==> src/rtl/instr_fetch.sv <==
// instr_fetch: fetch stage in front of the control decoder.
//
// Owns the program counter, addresses a combinational instruction ROM and
// latches the returned word into the instruction register (IR). A taken
// branch resolved for the instruction in IR redirects the PC and costs one
// bubble. A Start/Done handshake frames each program run.
//
// Ports:
//   Clk        in   clock, all state updates on the rising edge
//   Reset      in   synchronous active-high reset, overrides every other input
//   Start      in   1 = load StartAddr and hold; falling to 0 begins execution
//   StartAddr  in   address of the first instruction
//   Stall      in   freeze PC/IR/InstrValid (cycle counter keeps running)
//   Jump       in   taken branch for the instruction currently in IR
//   TargRel    in   1 = Target is a signed offset from IrPC, 0 = absolute
//   Target     in   branch target or offset
//   InstrIn    in   ROM data for address PC
//   PC         out  fetch address to the ROM
//   Instr      out  IR contents
//   Opcode     out  IR opcode field, drives the decoder's ALUOp
//   IrPC       out  address of the instruction held in IR
//   InstrValid out  IR holds a live instruction (0 = bubble)
//   Done       out  program has halted
//   CycleCount out  cycles spent running, saturating
module instr_fetch #(
    parameter int unsigned          PC_W       = 10,
    parameter int unsigned          INSTR_W    = 9,
    parameter int unsigned          OP_W       = 3,
    parameter logic [INSTR_W-1:0]   HALT_INSTR = {INSTR_W{1'b1}},
    parameter int unsigned          CNT_W      = 16
) (
    input  logic               Clk,
    input  logic               Reset,
    input  logic               Start,
    input  logic [PC_W-1:0]    StartAddr,
    input  logic               Stall,
    input  logic               Jump,
    input  logic               TargRel,
    input  logic [PC_W-1:0]    Target,
    input  logic [INSTR_W-1:0] InstrIn,
    output logic [PC_W-1:0]    PC,
    output logic [INSTR_W-1:0] Instr,
    output logic [OP_W-1:0]    Opcode,
    output logic [PC_W-1:0]    IrPC,
    output logic               InstrValid,
    output logic               Done,
    output logic [CNT_W-1:0]   CycleCount
);

    typedef enum logic [1:0] {
        StIdle,
        StLoad,
        StRun,
        StDone
    } state_e;

    state_e             state_q, state_d;
    logic [PC_W-1:0]    pc_q, pc_d;
    logic [INSTR_W-1:0] instr_q, instr_d;
    logic [PC_W-1:0]    ir_pc_q, ir_pc_d;
    logic               valid_q, valid_d;
    logic               done_q, done_d;
    logic [CNT_W-1:0]   cnt_q, cnt_d;

    logic [PC_W-1:0]    branch_tgt;
    logic               is_halt;

    // Two's-complement add: a signed offset and an unsigned sum wrap identically.
    assign branch_tgt = TargRel ? (ir_pc_q + Target) : Target;
    assign is_halt    = valid_q && (instr_q == HALT_INSTR);

    always_comb begin
        state_d = state_q;
        pc_d    = pc_q;
        instr_d = instr_q;
        ir_pc_d = ir_pc_q;
        valid_d = valid_q;
        done_d  = done_q;
        cnt_d   = cnt_q;

        unique case (state_q)
            StIdle: begin
                if (Start) begin
                    state_d = StLoad;
                end
            end

            StLoad: begin
                if (Start) begin
                    pc_d    = StartAddr;
                    valid_d = 1'b0;
                    done_d  = 1'b0;
                    cnt_d   = '0;
                end else begin
                    state_d = StRun;
                end
            end

            StRun: begin
                if (cnt_q != {CNT_W{1'b1}}) begin
                    cnt_d = cnt_q + CNT_W'(1);
                end

                if (Start) begin
                    // Abort: back to LOAD, current IR contents are dead.
                    state_d = StLoad;
                    valid_d = 1'b0;
                end else if (Stall) begin
                    // Hold everything but the counter.
                end else if (is_halt) begin
                    state_d = StDone;
                    valid_d = 1'b0;
                    done_d  = 1'b1;
                end else if (valid_q && Jump) begin
                    // Word currently on InstrIn is on the wrong path: drop it.
                    pc_d    = branch_tgt;
                    valid_d = 1'b0;
                end else begin
                    instr_d = InstrIn;
                    ir_pc_d = pc_q;
                    valid_d = 1'b1;
                    pc_d    = pc_q + PC_W'(1);
                end
            end

            StDone: begin
                valid_d = 1'b0;
                done_d  = 1'b1;
                if (Start) begin
                    state_d = StLoad;
                end
            end

            default: begin
                state_d = StIdle;
            end
        endcase
    end

    always_ff @(posedge Clk) begin
        if (Reset) begin
            state_q <= StIdle;
            pc_q    <= '0;
            instr_q <= '0;
            ir_pc_q <= '0;
            valid_q <= 1'b0;
            done_q  <= 1'b0;
            cnt_q   <= '0;
        end else begin
            state_q <= state_d;
            pc_q    <= pc_d;
            instr_q <= instr_d;
            ir_pc_q <= ir_pc_d;
            valid_q <= valid_d;
            done_q  <= done_d;
            cnt_q   <= cnt_d;
        end
    end

    assign PC         = pc_q;
    assign Instr      = instr_q;
    assign Opcode     = instr_q[INSTR_W-1 -: OP_W];
    assign IrPC       = ir_pc_q;
    assign InstrValid = valid_q;
    assign Done       = done_q;
    assign CycleCount = cnt_q;

endmodule
==> config.mk <==
export PLATFORM = sky130hd
export DESIGN_NAME = instr_fetch
export DESIGN_NICKNAME = d
export VERILOG_FILES = /design/src/rtl/instr_fetch.sv
export SDC_FILE = /design/constraint.sdc
export NUM_CORES = 1
export LEC_CHECK = 0
export BUFFER_PORTS_ARGS = -buffer_cell sky130_fd_sc_hd__buf_2
export CAP_MARGIN = 20
export CELL_PAD_IN_SITES_DETAIL_PLACEMENT = 0
export CELL_PAD_IN_SITES_GLOBAL_PLACEMENT = 1
export CORE_ASPECT_RATIO = 1.75
export CORE_MARGIN = 3
export CORE_UTILIZATION = 40
export CTS_BUF_LIST = sky130_fd_sc_hd__clkbuf_4
export DETAILED_ROUTE_END_ITERATION = 8
export PLACE_DENSITY_LB_ADDON = 0.3
export SYNTH_ARGS = -nofsm -noshare
export SYNTH_HDL_FRONTEND = slang
export SYNTH_SLANG_ARGS = --single-unit
export TNS_END_PERCENT = 30
==> constraint.sdc <==
create_clock -name Clk -period 3.5 [get_ports Clk]
set_input_delay 0.7 -clock Clk [delete_from_list [all_inputs] [get_ports Clk]]
set_output_delay 0.7 -clock Clk [all_outputs]
set_load 0.005 [all_outputs]
# [Yosys cells after proc, flatten, opt, wreduce, memory -nomap -nowiden]
# Index checks and enable logic that the tools add are counted.
[word_totals] ff_bits=49 elab_cells=67
[classes] add_sub_neg=3 n_eq_ne=15 mux=26 bitwise_logic=4 reduce_logical=12
[op_table] op="10-bit 2-to-1 mux" n=6
[op_table] op="16-bit 2-to-1 mux" n=2
[op_table] op="16-bit one-hot mux with 2 select lines" n=1
[op_table] op="10-bit one-hot mux with 2 select lines" n=1
[op_table] op="16-bit by 1-bit adder with 16-bit output (second input constant)" n=1
[op_table] op="16-bit != test (second input constant)" n=1
[op_table] op="5-bit AND reduction" n=3
[op_table] op="2-bit != test (second input constant)" n=7
[op_table] op="10-bit by 1-bit adder with 10-bit output (second input constant)" n=1
[op_table] op="10-bit adder" n=1
[op_table] op="2-bit 2-to-1 mux" n=5
[op_table] op="9-bit equality test (second input constant)" n=1
[op_table] op="1-bit 2-to-1 mux" n=8
[op_table] op="3-bit != test (second input constant)" n=2
[op_table] op="1-bit one-hot mux with 3 select lines" n=2
[op_table] op="2-bit one-hot mux with 3 select lines" n=1
[op_table] op="3-bit AND reduction" n=2
[op_table] op="2-bit equality test (second input constant)" n=2
[op_table] op="1-bit NOT" n=4
[op_table] op="4-bit AND reduction" n=1
[op_table] op="3-bit nonzero test" n=1
[op_table] op="2-bit by 1-bit equality test with 1-bit output (second input constant)" n=1
[op_table] op="1-bit logical AND" n=2
[op_table] op="2-bit logical NOT" n=1
[op_table] op="other kinds (3)" n=3

# [Depth between registers and ports, before layout]
# Gate-level depths: netlist of the first run.
[logic_depth] ltp_word=7 ltp_mapped=10 mapped_depth_nobuf=8

# [Least setup slack after synthesis of the first run]
# No wires, ideal clock.
[synth_timing] path_type="input to register" from="input Target[0]" to="register pc_q[6], in the netlist PC[6]" setup_time_ns=0.088 t_arrival_ns=2.564 required_time_ns=3.412 setup_slack_ns=0.848 stages=8 path_buffers=0 cell_sequence="ha_1 fa_1 a211oi_2 o21ai_1 or3b_1 a41oi_1 o211ai_1 a311oi_2"
[synth_between] elab_chain_cells=7
[synth_rtl] element="start, declared" line_no="39" text="input logic [PC_W-1:0] Target,"
[synth_rtl] element="10-bit adder" line_no="69" text="assign branch_tgt = TargRel ? (ir_pc_q + Target) : Target;"
[synth_rtl] element="10-bit 2-to-1 mux" line_no="69"
[synth_rtl] element="10-bit 2-to-1 mux" line_no="114" text="end else if (valid_q && Jump) begin"
[synth_rtl] element="10-bit 2-to-1 mux" line_no="110" text="end else if (is_halt) begin"
[synth_rtl] element="10-bit 2-to-1 mux" line_no="108" text="end else if (Stall) begin"
[synth_rtl] element="10-bit 2-to-1 mux" line_no="104" text="if (Start) begin"
[synth_rtl] element="10-bit one-hot mux with 2 select lines" line_no="81" text="unique case (state_q)"
[synth_rtl] element="end signal, assigned" line_no="151" text="pc_q <= pc_d;"
[synth_rtl] element="end, declared" line_no="58" text="logic [PC_W-1:0] pc_q, pc_d;"
# No other way between the ends. The select of a mux whose other input is x is not followed.
# A chain may end at the register's enable or synchronous reset.

# [Final worst setup path of the first run]
[layout_timing] from="register state_q[0]" to="register pc_q[3], in the netlist PC[3]"
[layout_between] elab_chain_cells=3
[layout_rtl] element="start, declared" line_no="57" text="state_e state_q, state_d;"
[layout_rtl] element="start signal, assigned" line_no="142" text="state_q <= StIdle;"
[layout_rtl] element="start signal, assigned" line_no="150" text="state_q <= state_d;"
[layout_rtl] element="2-bit equality test / 2-bit by 1-bit equality test with 1-bit output (equally long branches)" line_no="81"
[layout_rtl] element="2-bit != test (no source line) / 2-bit nonzero test (equally long branches)"
[layout_rtl] element="5-bit AND reduction (no source line)"
# Several ways; a longest one is shown, not always the timed one.

==> results of run 1 <==
[sequential cells by signal (all words and copies together) (netlist names)]
signal      flops
InstrValid      1
state_q         2
Instr           9
Done            1
PC             10
CycleCount     16
IrPC           10
[layout by cell type, fill, tap and decap left out, types with 10 or more instances in the layout]
cell type and count:
nand3_1 14, buf_2 84, nand4_1 10, a21oi_1 13
dfxtp_1 49, xor2_1 16, ha_1 16, nand2_1 20
nor2_1 56, o21ai_0 14, mux2i_1 29, nand2b_1 10
[cell families (layout without fill, tap and decap cells)]
group                    after synthesis  count (layout)  synth area share, %
buffers and inverters                 28             105                6.113
AO/OA/AOI/OAI                         67              67                15.36
AND/OR/NAND/NOR                      152             152                24.73
other                                  0               1                    0
XOR/XNOR                              22              22                6.113
multiplexers                          30              30                9.567
adder cells (fa/ha/maj)               17              17                6.987
flip-flops                            49              49                31.12
[layout make-up]
type,instances,share of cell area (%)
diodes,1,0.06916
well taps,88,3.043
inverters,9,0.9336
multi-input cells,288,54.81
repair buffers,90,12.86
clock buffers,5,1.037
clock inverters,1,0.1383
flip-flops and latches,49,27.11
[stage by stage]
step / power (W) / hold WS (ns) / util [%] / worst slack [ns] / area [um2]
floorplan: 0.0009127 / 0.4910 / - / 0.8478 / 3152
global placement: 0.001010 / 0.4960 / 46.90 / 0.5851 / 3573
detailed placement: 0.001017 / 0.5041 / 46.90 / 0.5311 / 3573
CTS: 0.001276 / 0.5330 / 47.45 / 0.8435 / 3616
global route: 0.001344 / 0.5650 / 47.45 / 0.6599 / 3616
finish: 0.001257 / 0.5303 / 47.49 / 0.8801 / 3618
[power by group]
group / total [W] / switching, W / internal, W
combinational: 0.000353 / 0.000195 / 0.000158
sequential: 0.000647 / 0.0000548 / 0.000593
clock: 0.000256 / 0.000186 / 0.0000703
total: 0.00126 / 0.000436 / 0.000821
[worst max-delay path: stages, from the launching register on]
cell and delay, ns:
dfxtp_1 0.37, inv_1 0.12, ha_1 0.50, or4b_1 0.52
o21ai_2 0.49, buf_4 0.23, nor2_1 0.04, a311oi_1 0.26
[layer usage]
metal	vias to the layer above	track usage (%)	wire length (um)
li1	1471	-	-
met1	1406	21.01	3149
met2	56	37.28	4783
met3	5	2.360	325
met4	0	5.196	106
met5	-	0	0
[final timing paths]
check / start / cells after the start / end / slack [ns]
max: state_q[0]$_SDFFE_PP0P_ / 7 / PC[3]$_SDFFE_PP0P_ / 0.88
min: CycleCount[1]$_SDFFE_PP0P_ / 2 / CycleCount[1]$_SDFFE_PP0P_ / 0.53
max reg2reg: state_q[0]$_SDFFE_PP0P_ / 7 / PC[3]$_SDFFE_PP0P_ / 0.88
min reg2reg: CycleCount[1]$_SDFFE_PP0P_ / 2 / CycleCount[1]$_SDFFE_PP0P_ / 0.53
==> flow_summary.yaml, run 1 <==
outcome:
  outcome: "finished, final reports clean"
grt:
  grt_pass1_vias: 2836
  grt_max_degree: 24
  grt_pass1_wl_um: 13670
  track_usage_pct: 19.19
  grt_overflow_total: 0
  grt_antenna_before_repair: 0
clock_tree:
  cts_tree: "yes"
  clk_pin_slew_ns: 0.14
  clk_latency_ns: 0.38
  htree_levels: 2
  cts_sinks: 49
  cts_made_buffers: 5
  clock_path_buffers: 2
  cts_hold_buf: 0
  post-cts-setup-buffers: 0
  cts_root_buffer: "clkbuf_4"
  cts_resized: 0
sta:
  finalHoldViolCount: 0
  fin_setup_tns_ns: 0
  rsz0062_at_grt: "no"
  setup_viol: 0
  drv_slew: 0
  fmax_mhz: 381.7
  relSlewSlack_pct: 54.57
  period_share_pct: 74.85
  worstMarginPinSlew_ns: 0.6773
  period_needed_ns: 2.620
  fin_skew_ns: 0.01419
yosys:
  synth_area_leader_cell: "dfxtp_1"
  synthFlopType: "dfxtp_1"
  synth_cell_types: 62
  syn_area_um2: 3152
  synth.most_common_cell: "nor2_1"
  yosysTopAreaCellShare_pct: 31.12
  yosysSeqAreaShare_pct: 31.12
  async_flop_share_pct: 0
  synth_cells: 365
  synth_edf_count: 0
  synth_area_leaders: "dfxtp_1 (31%), mux2i_1 (9.2%), nor2_1 (6.7%)"
  syn_avg_cell_area_um2: 8.635
  ys_warn_count: 0
  syn_nets: 417
  synth_commonest_cells: "nor2_1 (56), dfxtp_1 (49), mux2i_1 (29)"
  ys_seq_elements: 49
placed_design:
  post-place-cells: 524
  dp_hpwl_um: 6471
  gp_congestion: 0.9105
  portBuffers: 84
floorplan:
  core_area_um2: 7620
  die_w_um: 73.10
  pin_count: 85
  row_count: 42
  start_util_pct: 41.36
  die_h_um: 123.4
  die_area_um2: 9022
detailed_routing:
  drc: 0
  num_vias: 2938
  drt-total-wl_um: 8365
  vias_per_cell: 5.533
  wl_per_cell_um: 15.75
  postRouteAntennaNets: 0
  drt_iter0_drc: 99
  firstDrtPassIters: 4
finish:
  layout-drive-gt1-share_pct: 24.89
  nets: 495
  fillers: 770
  area.sequential_um2: 980.9
  area_delta_synth_final_pct: 14.81
  multi_input_area_um2: 1983
  fin_cells: 531
power:
  ir_worst_vdd_mv: 0.1348
  p_leak_nw: 1.556
  p_per_area_nw_per_um2: 347.4
critical_path:
  end_kind: "register"
  worstSetupPathType: "register to register"
  crit_path_start_kind: "register"
  worstPathArrival_ns: 2.91
  cp.required_ns: 3.79
  cp_max_fo: 13
job:
  maxCapViolCount: 0
min_path:
  min_path_type: "register to register"
(Power assumes the default switching activity.)
==> inputs of run 2 (changes only) <==
--- a/config.mk
+++ b/config.mk
@@ -5,13 +5,14 @@
 export SDC_FILE = /design/constraint.sdc
 export NUM_CORES = 1
 export LEC_CHECK = 0
+export ABC_AREA = 1
 export BUFFER_PORTS_ARGS = -buffer_cell sky130_fd_sc_hd__buf_2
 export CAP_MARGIN = 20
 export CELL_PAD_IN_SITES_DETAIL_PLACEMENT = 0
 export CELL_PAD_IN_SITES_GLOBAL_PLACEMENT = 1
 export CORE_ASPECT_RATIO = 1.75
 export CORE_MARGIN = 3
-export CORE_UTILIZATION = 40
+export CORE_UTILIZATION = 34
 export CTS_BUF_LIST = sky130_fd_sc_hd__clkbuf_4
 export DETAILED_ROUTE_END_ITERATION = 8
 export PLACE_DENSITY_LB_ADDON = 0.3
==> constraint.sdc (replaced) <==
create_clock -name Clk -period 2.2 [get_ports Clk]
set_input_delay 0.44 -clock Clk [delete_from_list [all_inputs] [get_ports Clk]]
set_output_delay 0.44 -clock Clk [all_outputs]
set_load 0.005 [all_outputs]
==> run 2 against run 1 <==
  * Non-clock buffer count increased by 3
  * Sequential power rose by 100%
  * Final cell count increased by 31%
  * Total power grew to 2.5 times the previous value
  * Via count increased by 16%
  * First-iteration DRC count up 100%
  * Critical path depth is 2 higher
  * Fmax is 31% higher
  * Sequential share of layout area fell by 1.1 points
  * Clock-buffer cell count stayed put
  * Critical path type unchanged
==> flow_summary.yaml, run 2 <==
outcome:
  outcome: "finished, final reports clean"
yosys:
  ys_warn_count: 0
  synth_cells: 492
  syn_avg_cell_area_um2: 6.510
  synth_commonest_cells: "nand2_1 (104), nor2_1 (88), dfxtp_1 (49)"
  syn_nets: 544
  synthFlopType: "dfxtp_1"
  synth_area_leaders: "dfxtp_1 (31%), nand2_1 (12%), nor2_1 (10%)"
  synth_area_leader_cell: "dfxtp_1"
  syn_area_um2: 3203
  synth.most_common_cell: "nand2_1"
  async_flop_share_pct: 0
  ys_seq_elements: 49
  synth_edf_count: 0
  yosysTopAreaCellShare_pct: 30.63
  yosysSeqAreaShare_pct: 30.62
  synth_cell_types: 37
power:
  combinationalPowerShare_pct: 45.1
  p_leak_nw: 1.803
  p_per_area_nw_per_um2: 843.1
  p_int_w: 0.001744
  swShare_pct: 45.21
  seqPwrFrac_pct: 40.9
  ir_worst_vdd_mv: 0.3553
  switchingPower_w: 0.001439
  p_clk_share_pct: 14.0
clock_tree:
  clk_pin_slew_ns: 0.16
  cts_tree: "yes"
  cts_resized: 0
  post-cts-setup-buffers: 0
  cts_root_buffer: "clkbuf_4"
  clock_path_buffers: 2
  htree_levels: 2
  cts_hold_buf: 0
  cts_sinks: 49
  cts_made_buffers: 5
  clk_latency_ns: 0.40
floorplan:
  row_count: 46
  core_area_um2: 9151
  pin_count: 85
  die_area_um2: 10670
  die_w_um: 79.37
  die_h_um: 134.4
  start_util_pct: 35.00
detailed_routing:
  drt_iter0_drc: 198
  num_vias: 3418
  vias_per_cell: 4.925
  drt-total-wl_um: 9789
  drc: 0
  postRouteAntennaNets: 0
  firstDrtPassIters: 4
  wl_per_cell_um: 14.11
min_path:
  min_path_type: "input pin to register"
finish:
  nets: 625
  fin_util_pct: 41.26
  area_delta_synth_final_pct: 17.89
  diodes: 0
  mostFrequentLayoutCell: "nand2_1"
  largest_reg_flops: 16
  layout-drive-gt1-share_pct: 20.38
  final_cell_mix: "nand2_1 (104), nor2_1 (88), buf_2 (84)"
grt:
  track_usage_pct: 19.18
  grt_pass1_wl_um: 16390
  grt_pass1_vias: 3479
  grt_antenna_before_repair: 0
  grt_overflow_total: 0
  grt_max_degree: 25
placed_design:
  portBuffers: 84
  gp_congestion: 0.9261
  dp_hpwl_um: 7605
critical_path:
  crit_path_start_kind: "register"
  cp.required_ns: 2.55
  worstSetupPathType: "register to register"
  cp_max_fo: 24
  end_kind: "register"
  worstPathArrival_ns: 2.34
sta:
  fmax_mhz: 500.5
  setup_viol: 0
  fin_setup_tns_ns: 0
  relSlewSlack_pct: 68.57
  fin_skew_ns: 0.01700
  rsz0062_at_grt: "no"
  worstMarginPinSlew_ns: 0.4714
  period_share_pct: 90.82
  period_needed_ns: 1.998
  finalHoldViolCount: 0
  drv_slew: 0
job:
  maxCapViolCount: 0
run 2: worst paths after layout:
path	start	endpoint	slack, ns	cells after the start
max	state_q[0]$_SDFFE_PP0P_	IrPC[1]$_SDFFE_PP0P_	0.20	9
min	InstrIn[7]	Instr[7]$_SDFFE_PP0P_	0.26	3
max reg2reg	state_q[0]$_SDFFE_PP0P_	IrPC[1]$_SDFFE_PP0P_	0.20	9
min reg2reg	Done$_SDFFE_PP0P_	Done$_SDFFE_PP0P_	0.51	2
run 2: layer usage:
layer	wire, um	share of wire [%]	vias up	global-route usage, %
met4	300	3.1	0	7.648
met2	5079	52	84	35.18
met3	375	3.8	18	3.091
met1	4033	41	1543	21.55
li1	-	-	1773	-
met5	0	0	-	0
run 2: kinds of logic after synthesis:
kind of cell	count (synthesis)	synth area share, %
AO/OA/AOI/OAI	110	18.91
XOR/XNOR	14	3.828
adder cells (fa/ha/maj)	17	6.875
buffers and inverters	60	8.632
flip-flops	49	30.62
AND/OR/NAND/NOR	242	31.13
run 2: power groups by stage:
stage / combinational [W] / sequential [W] / clock, W
floorplan: 0.00101 / 0.00127 / 0
global placement: 0.00143 / 0.00131 / 0
detailed placement: 0.00144 / 0.00132 / 0
CTS: 0.00145 / 0.00130 / 0.000473
global route: 0.00165 / 0.00133 / 0.000501
finish: 0.00144 / 0.00130 / 0.000444
run 2: cell type report:
cell class              count  area (um2)
clock buffers               5       37.54
clock inverters             3       17.52
fillers                  1043        5375
inverters                  41       156.4
multi-input cells         383        1946
flip-flops and latches     49       980.9
well taps                 120       150.1
repair buffers             93       488.0
run 2: critical path, stage by stage, from the launching register on:
cell     delay (ns)
dfxtp_1        0.37
inv_1          0.11
ha_1           0.43
nand2_1        0.18
nor2_2         0.12
nand2_1        0.11
nor2_4         0.12
buf_4          0.27
o21ai_0        0.14
a21oi_1        0.12
run 2: through the flow:
stage | std cells | hold slack, ns | area, um2 | total power [W] | setup slack [ns]
floorplan | 492 | 0.4638 | 3203 | 0.002277 | 0.4350
global placement | 686 | 0.4815 | 3721 | 0.002740 | 0.1689
detailed placement | 686 | 0.4858 | 3721 | 0.002761 | 0.1475
CTS | 694 | 0.2486 | 3776 | 0.003220 | 0.2009
global route | 694 | 0.2484 | 3776 | 0.003481 | 0.02708
finish | 694 | 0.2573 | 3776 | 0.003184 | 0.2019
==> inputs of run 3 (changes only) <==
--- a/config.mk
+++ b/config.mk
@@ -7,11 +7,10 @@
 export LEC_CHECK = 0
 export ABC_AREA = 1
 export BUFFER_PORTS_ARGS = -buffer_cell sky130_fd_sc_hd__buf_2
-export CAP_MARGIN = 20
 export CELL_PAD_IN_SITES_DETAIL_PLACEMENT = 0
 export CELL_PAD_IN_SITES_GLOBAL_PLACEMENT = 1
 export CORE_ASPECT_RATIO = 1.75
-export CORE_MARGIN = 3
+export CORE_MARGIN = 2
 export CORE_UTILIZATION = 34
 export CTS_BUF_LIST = sky130_fd_sc_hd__clkbuf_4
 export DETAILED_ROUTE_END_ITERATION = 8
==> run 3 against run 2 <==
  * First-iteration DRC count decreased by 7.6%
  * Critical path depth unchanged
  * Fmax increased by 3.8%
  * Flip-flop and latch count unchanged
  * Final area increased by 0.27%
  * Clock-buffer cell count unchanged
  * Die area decreased by 4.0%
  * Routed wire length decreased by 0.70%
  * Combinational power increased by 3%
  * Global-route usage decreased by 0.089 points
  * Register-to-register slack improved by 0.07 ns
  * Sequential share of layout area decreased by 0.069 points
  * Largest power group unchanged
==> flow_summary.yaml, run 3 (same netlist as run 2, synthesis figures left out) <==
outcome:
  outcome: "finished, final reports clean"
floorplan:
  row_count: 46
  die_w_um: 77.37
  pin_count: 85
  start_util_pct: 35.22
  die_area_um2: 10240
  core_area_um2: 9094
  die_h_um: 132.4
sta:
  fmax_mhz: 519.4
  fin_skew_ns: 0.008046
  rsz0062_at_grt: "no"
  period_needed_ns: 1.925
  setup_viol: 0
  finalHoldViolCount: 0
  relSlewSlack_pct: 61.79
  worstMarginPinSlew_ns: 0.5688
  period_share_pct: 87.52
  fin_setup_tns_ns: 0
  drv_slew: 0
  whs_ns: 0.2568
critical_path:
  reg2reg_from: "state_q[0]$_SDFFE_PP0P_"
  critPathMostFrequentCell: "nand2_1"
  end_kind: "register"
  cp_max_fo: 15
  r2r_slack_ns: 0.27
  worstSetupPathType: "register to register"
  r2r.worst_path.cells: 9
  slowest_delay_ns: 0.38
  critPathBufInv: 2
  crit_path_top_delay_cell: "dfxtp_1"
  crit_chain: "inv_1, ha_2, nand2_1, nor2_2, nand2_1, nor2_4, buf_4, o21ai_0, a21oi_1"
  cp.required_ns: 2.54
  crit_family: "simple AND/OR/NAND/NOR gates"
  regToRegEndpoint: "IrPC[2]$_SDFFE_PP0P_"
  crit_path_start_kind: "register"
  worstPathArrival_ns: 2.26
clock_tree:
  cts_root_buffer: "clkbuf_4"
  cts_made_buffers: 5
  clk_latency_ns: 0.39
  htree_levels: 2
  cts_sinks: 49
  clock_path_buffers: 2
  cts_tree: "yes"
  clk_pin_slew_ns: 0.16
detailed_routing:
  drt-total-wl_um: 9720
  wl_per_cell_um: 13.99
  vias_per_cell: 4.944
  drc: 0
  postRouteAntennaNets: 0
  firstDrtPassIters: 6
  num_vias: 3436
  drt_iter0_drc: 183
finish:
  multi_input_area_um2: 1948
  fillers: 1032
  final_cell_mix: "nand2_1 (104), nor2_1 (88), buf_2 (84)"
  area_delta_synth_final_pct: 18.20
  mostFrequentLayoutCell: "nand2_1"
  area.sequential_um2: 980.9
  diodes: 0
  largest_reg_flops: 16
  layout-drive-gt1-share_pct: 20.52
  nets: 626
grt:
  grt_overflow_total: 0
  grt_pass1_vias: 3353
  grt_antenna_before_repair: 0
  track_usage_pct: 19.09
  grt_pass1_wl_um: 15970
  grt_max_degree: 19
placed_design:
  portBuffers: 84
  dp_hpwl_um: 7602
  gp_congestion: 0.9129
power:
  p_leak_nw: 1.808
  p_per_area_nw_per_um2: 851.4
  ir_worst_vdd_mv: 0.3933
min_path:
  min_path_type: "input pin to register"
  min-delay-start: "InstrIn[0]"
  hold_path_end: "Instr[0]$_SDFFE_PP0P_"
  hold_depth: 3
job:
  maxCapViolCount: 0
[run 3: changes by cell type in the layout (fill, tap and decap cells not counted), sizes merged]
cell,change
clkinvlp,-1
buf,+1
clkinv,+1
[run 3: final cells by class]
type / instances / area share [%]
tap: 120 / 3.966
timing repair buffer: 94 / 13.09
multi-input combinational: 383 / 51.45
clock inverter: 3 / 0.4627
sequential: 49 / 25.91
clock buffer: 5 / 0.9914
inverter: 41 / 4.131
[run 3: worst min-delay path, stage by stage]
cell and delay [ns]:
buf_2 0.08, nor2_1 0.03, nor2_1 0.08
[run 3: how the worst max path moves through the flow]
stage / endpoint / cells after the start / slack, ns / from
after floorplan: PC[6]$_SDFFE_PP0P_ / 12 / 0.43 / Target[0]
after global placement: PC[6]$_SDFFE_PP0P_ / 13 / 0.15 / Target[0]
after detailed placement: PC[6]$_SDFFE_PP0P_ / 13 / 0.13 / Target[0]
after CTS: IrPC[2]$_SDFFE_PP0P_ / 9 / 0.15 / state_q[0]$_SDFFE_PP0P_
after global routing: IrPC[5]$_SDFFE_PP0P_ / 9 / 0.08 / state_q[0]$_SDFFE_PP0P_
final: IrPC[2]$_SDFFE_PP0P_ / 9 / 0.27 / state_q[0]$_SDFFE_PP0P_
[run 3: power breakdown]
part / total, W / internal, W / switching [W]
Sequential: 0.00129 / 0.00107 / 0.000227
Clock: 0.000449 / 0.000122 / 0.000327
Combinational: 0.00148 / 0.000576 / 0.000905
[run 3: repair_timing]
item / in CTS / in global routing
hold buffers: 0 / 0
setup buffers: 0 / 0
gates resized for setup: 0 / 1
setup endpoints to repair: 0 / 13
[run 3: per-stage QoR]
step	setup WS (ns)	utilization [%]	total power (W)	instance area [um2]	cells
after floorplan	0.4350	-	0.002277	3203	492
after global placement	0.1505	41.00	0.002774	3729	687
after detailed placement	0.1289	41.00	0.002792	3729	687
after CTS	0.1523	41.61	0.003249	3784	695
after global routing	0.08012	41.63	0.003502	3786	695
final	0.2746	41.63	0.003223	3786	695
[run 3: layer usage]
layer | wire length [um] | vias to the layer above | track usage (%)
li1 | - | 1779 | -
met1 | 3833 | 1552 | 20.00
met2 | 5278 | 90 | 36.81
met3 | 417 | 15 | 3.356
met4 | 191 | 0 | 7.143
met5 | 0 | - | 0
